**config.mk**
```make
export PLATFORM = sky130hd
export DESIGN_NAME = foreground_prefetch_scheduler
export DESIGN_NICKNAME = d
export VERILOG_FILES = /design/src/rtl/foreground_prefetch_scheduler_pkg.sv /design/src/rtl/foreground_prefetch_scheduler.sv
export SDC_FILE = /design/constraint.sdc
export NUM_CORES = 1
export LEC_CHECK = 0
export ABC_AREA = 1
export BUFFER_PORTS_ARGS = -buffer_cell sky130_fd_sc_hd__buf_2
export CORE_MARGIN = 5
export CORE_UTILIZATION = 25
export DETAILED_ROUTE_END_ITERATION = 8
export PLACE_DENSITY = 0.41
export SLEW_MARGIN = 10
export SYNTH_ARGS = -nofsm -noshare
export SYNTH_HDL_FRONTEND = slang
export SYNTH_SLANG_ARGS = --single-unit
```
**constraint.sdc**
```tcl
create_clock -name gpu_clk -period 1.95 [get_ports gpu_clk]
set_input_delay 0.2925 -clock gpu_clk [delete_from_list [all_inputs] [get_ports gpu_clk]]
set_output_delay 0.2925 -clock gpu_clk [all_outputs]
set_load 0.01 [all_outputs]
```
**src/rtl/foreground_prefetch_scheduler_pkg.sv**
```systemverilog
// Shared constants and helpers for the foreground prefetch scheduler.
// Provides SCREEN_HEIGHT, the line coordinate width and the look-ahead sum.
package foreground_prefetch_scheduler_pkg;

  localparam int Y_W           = 8;
  localparam int SCREEN_HEIGHT = 240;

  // One extra bit so Y+P never wraps before the height compare.
  function automatic logic [Y_W:0] lookahead(
    input logic [Y_W-1:0] y,
    input logic [Y_W:0]   p
  );
    return {1'b0, y} + p;
  endfunction

endpackage

```
**src/rtl/foreground_prefetch_scheduler.sv**
```systemverilog
// Issues one prefetch start per upcoming scanline into the foreground engine.
// Ports: gpu_clk/rst, timing pulses in, fg_idle_i, start/y/busy/status out.
module foreground_prefetch_scheduler #(
  parameter int PREFETCH_SCANLINES = 1,
  parameter int SCREEN_HEIGHT =
    foreground_prefetch_scheduler_pkg::SCREEN_HEIGHT
) (
  input  logic       gpu_clk,
  input  logic       rst,
  input  logic       enable_i,
  input  logic       frame_start_i,
  input  logic       line_start_i,
  input  logic [7:0] display_y_i,
  input  logic       fg_idle_i,
  input  logic       clear_status_i,
  output logic       prefetch_start_o,
  output logic [7:0] prefetch_y_o,
  output logic       busy_o,
  output logic       overrun_o,
  output logic [7:0] drop_count_o
);
  import foreground_prefetch_scheduler_pkg::*;

  typedef enum logic [1:0] {
    OFF,
    PRIME,
    RUN
  } state_t;

  localparam logic [8:0] P9 = 9'(PREFETCH_SCANLINES);
  localparam logic [8:0] H9 = 9'(SCREEN_HEIGHT);

  state_t     state_q, state_d;
  logic [7:0] next_y_q, next_y_d;
  logic [8:0] prime_left_q, prime_left_d;
  logic       pending_q, pending_d;
  logic [7:0] pend_y_q, pend_y_d;
  logic       cooldown_q, cooldown_d;
  logic       start_d;
  logic [7:0] y_d;
  logic       busy_d;
  logic       overrun_d;
  logic [7:0] drop_d;

  logic [8:0] ahead;
  logic       req_ok;
  logic       line_ev;
  logic       issue_prime;
  logic       issue_run;
  logic       supersede;
  logic       late;

  always_comb begin
    state_d      = state_q;
    next_y_d     = next_y_q;
    prime_left_d = prime_left_q;
    pending_d    = pending_q;
    pend_y_d     = pend_y_q;
    cooldown_d   = 1'b0;
    start_d      = 1'b0;
    y_d          = prefetch_y_o;
    overrun_d    = overrun_o;
    drop_d       = drop_count_o;

    ahead   = lookahead(display_y_i, P9);
    req_ok  = ahead < H9;
    // frame_start_i wins over a coincident line.
    line_ev = line_start_i & ~frame_start_i &
              enable_i & (state_q != OFF);

    issue_prime = (state_q == PRIME) &
                  (prime_left_q != 9'd0) &
                  fg_idle_i & ~cooldown_q;
    issue_run   = (state_q == RUN) & pending_q &
                  fg_idle_i & ~cooldown_q;

    // A request issued on this edge is not dropped.
    supersede = line_ev & req_ok & pending_q & ~issue_run;
    late      = line_ev & (state_q == PRIME);

    if (!enable_i) begin
      state_d      = OFF;
      pending_d    = 1'b0;
      prime_left_d = 9'd0;
    end else if (frame_start_i) begin
      state_d      = PRIME;
      next_y_d     = 8'd0;
      prime_left_d = P9;
      pending_d    = 1'b0;
    end else begin
      if (issue_prime) begin
        start_d      = 1'b1;
        y_d          = next_y_q;
        next_y_d     = next_y_q + 8'd1;
        prime_left_d = prime_left_q - 9'd1;
        cooldown_d   = 1'b1;
      end
      if (issue_run) begin
        start_d    = 1'b1;
        y_d        = pend_y_q;
        pending_d  = 1'b0;
        cooldown_d = 1'b1;
      end
      if (state_q == PRIME &&
          (prime_left_q == 9'd0 ||
           (issue_prime && prime_left_q == 9'd1)))
        state_d = RUN;
      if (line_ev && req_ok) begin
        pending_d = 1'b1;
        pend_y_d  = ahead[7:0];
      end
    end

    if (clear_status_i) begin
      overrun_d = 1'b0;
      drop_d    = 8'd0;
    end
    if (supersede | late)
      overrun_d = 1'b1;
    if (supersede && drop_d != 8'hff)
      drop_d = drop_d + 8'd1;

    busy_d = (state_d == PRIME) | pending_d;
  end

  always_ff @(posedge gpu_clk) begin
    if (rst) begin
      state_q          <= OFF;
      next_y_q         <= 8'd0;
      prime_left_q     <= 9'd0;
      pending_q        <= 1'b0;
      pend_y_q         <= 8'd0;
      cooldown_q       <= 1'b0;
      prefetch_start_o <= 1'b0;
      prefetch_y_o     <= 8'd0;
      busy_o           <= 1'b0;
      overrun_o        <= 1'b0;
      drop_count_o     <= 8'd0;
    end else begin
      state_q          <= state_d;
      next_y_q         <= next_y_d;
      prime_left_q     <= prime_left_d;
      pending_q        <= pending_d;
      pend_y_q         <= pend_y_d;
      cooldown_q       <= cooldown_d;
      prefetch_start_o <= start_d;
      prefetch_y_o     <= y_d;
      busy_o           <= busy_d;
      overrun_o        <= overrun_d;
      drop_count_o     <= drop_d;
    end
  end

endmodule

```
==> impl_metrics.yaml <==
timing:
  fmax_ghz: 0.5877
  hold_violations: 0
  rsz0062_at_grt: "no"
  final-max-slew-violation-count: 0
  tightest_slew_ns: 0.4389
  fin_worst_skew_ns: 0.002657
  setup_violations: 0
  min_period_ns: 1.702
  post-route-period-util_pct: 87.26
  finalSetupTns_ns: 0
  max_slew_margin_pct: 70.67
grt:
  antenna_found_initial: 0
  grtUsageTotal_pct: 11.18
  grt_start_max_net_pins: 19
  use_met2_pct: 18.54
  grt_pass1_vias: 2321
  top_usage_layer: "met2"
  use_met3_pct: 2.038
  grt_overflow_total: 0
  grt_use_met1_pct: 14.88
  grt_first_pass_wirelength_mm: 10.83
cells_and_area:
  register_area_um2: 940.9
  drive_above_1_share_pct: 17.16
  final_cells: 535
  multi_input_area_um2: 1331
  postLayoutCellArea_um2: 2939
  final_net_count: 424
  area_growth_pct: 17.33
  n_antenna_cell: 0
  nFillCells: 1093
yosys:
  ys_top_cells_by_area: "dfxtp_1 38%, nand2_1 10%, a21oi_1 8.4%"
  postSynthCellCount: 361
  synth_nets: 382
  synth_cell_type_count: 32
  yosysMostFrequentCell: "nand2_1"
  yosysTopAreaCell: "dfxtp_1"
  synth_commonest_cells: "67 x nand2_1, 47 x dfxtp_1, 47 x inv_1, 46 x nor2_1, 42 x a21oi_1"
  synth.avg_cell_area_um2: 6.939
  netlist_area_um2: 2505
  async_flop_share_pct: 0
  synth_edf_count: 0
  synthFlopType: "dfxtp_1"
  yosysSeqAreaShare_pct: 37.56
  ys_warn_count: 0
  synth_seq_cells: 47
  synth_top_area_share_pct: 37.56
route:
  finalWirelength_mm: 6.320
  drt_iter0_markers: 62
  wl_per_cell_um: 11.81
  avgViaCountPerCell: 4.297
  drc: 0
  detailroute.via_count: 2299
  first_pass_iters: 4
  drtAntennaViolNets: 0
floorplanning:
  die_y_um: 110.1
  coreArea_um2: 9774
  die_area_um2: 12120
  io_pins: 34
  rows: 36
  initial_core_util_pct: 25.63
  dieWidth_um: 110.1
clocking:
  cts-buffers-inserted: 5
  post-cts-setup-buffer-count: 0
  clock_latency_ns: 0.29
  cts_hold_buf: 0
  cts_tree: "built"
  post_cts_resized: 0
  cts-root-buf: "clkbuf_8"
  clock-sinks: 47
  clk_pin_slew_ns: 0.08
  clockBufferDepth: 2
  cts_max_level: 2
worst_setup_path:
  reg2reg_slack_ns: 0.25
  arrival_ns: 1.89
  critPathKind: "reg -> reg"
  critical_path.startpoint_type: "register"
  cp.required_ns: 2.13
  endpoint_kind: "register"
  cp_max_fo: 10
placement:
  post_dp_cell_area_um2: 2867
  placed_cells: 529
  dp_hpwl_mm: 4.914
  portBuffers: 33
  routabilityCongestion: 0.7546
power:
  ir_drop_uv: 234.4
  leakage_nw: 1.188
  powerDensity_nw_per_um2: 561.6
run:
  drv_cap: 0
outcome:
  status: "completed"
worst_hold_path:
  hp-class: "in -> reg"
area by class of cell:
cell class              instances  area share (%)
inverters                      52           6.641
multi-input cells             255           45.30
clock buffers                   6           2.469
flip-flops and latches         47           32.01
well taps                     133           5.662
repair buffers                 42           7.918
worst paths after layout:
kind,from,endpoint,cells after the start
worst max-delay path,drop_count_o[0],drop_count_o[5],10
worst min-delay path,display_y_i[0],pend_y_q[0],2
worst max register to register,drop_count_o[0],drop_count_o[5],10
worst min register to register,next_y_q[6],next_y_q[6],2
kinds of logic (layout without fill, tap and decap cells):
group	Yosys count	after routing	share of synthesized area [%]
flops	47	47	37.56
simple gates	164	164	29.67
xor+xnor	11	11	3.846
buf+inv	59	100	9.291
compound gates	72	72	15.83
mux	2	2	0.7992
fa+ha+maj	6	6	2.997
layout by cell type (no fill, tap or decap), types with 2 or more instances in the layout:
cell type,instances
nand3_1,17
nor2_4,3
xnor2_1,3
buf_4,9
clkbuf_8,5
inv_2,4
o21a_1,2
mux2i_1,2
inv_1,47
buf_2,33
o21ai_0,21
nand2_2,6
xor2_1,8
ha_1,6
nor2_2,3
nand2_1,67
o21bai_1,2
nor3_1,7
nor2_1,46
dfxtp_1,47
nand4_1,11
a21oi_1,42
per-layer routing:
metal | up-vias | part of all wire, % | wire length (µm)
li1 | 1246 | - | -
met1 | 1017 | 51 | 3240
met2 | 28 | 45 | 2830
met3 | 8 | 2.6 | 163
met4 | 0 | 1.3 | 85
met5 | - | 0 | 0
power breakdown:
part	total (mW)	leakage, nW	switching [mW]	internal [mW]
combinational	0.140	0.772	0.0927	0.0471
sequential	0.972	0.379	0.00486	0.967
clock	0.539	0.0371	0.299	0.240
total	1.65	1.19	0.397	1.25
registers in the layout (all words and copies together), names as in the netlist, 2 cells and up:
| name | count |
|---|---|
| prefetch_y_o | 8 |
| next_y_q | 8 |
| prime_left_q | 9 |
| state_q | 2 |
| drop_count_o | 8 |
| pend_y_q | 8 |
through the flow:
step | setup slack, ns | hold WS [ns] | power (mW) | util, %
2_1_floorplan | 0.2254 | 0.3826 | 1.076 | -
3_3_place_gp | 0.1050 | 0.4501 | 1.137 | 29.33
3_5_place_dp | 0.07651 | 0.4635 | 1.136 | 29.33
4_1_cts | 0.2232 | 0.2154 | 1.694 | 30.07
5_1_grt | 0.01161 | 0.2312 | 1.736 | 30.07
6_report | 0.2484 | 0.2284 | 1.650 | 30.07
critical path, cell delays in order (launching register included):
cell	delay (ns)
dfxtp_1	0.36
inv_1	0.05
nor2_1	0.12
ha_1	0.16
inv_1	0.06
nor3_2	0.23
nand4_1	0.17
nand4_2	0.26
nor2_1	0.06
nor2_1	0.08
nor2_1	0.04
(Power assumes the default switching activity.)
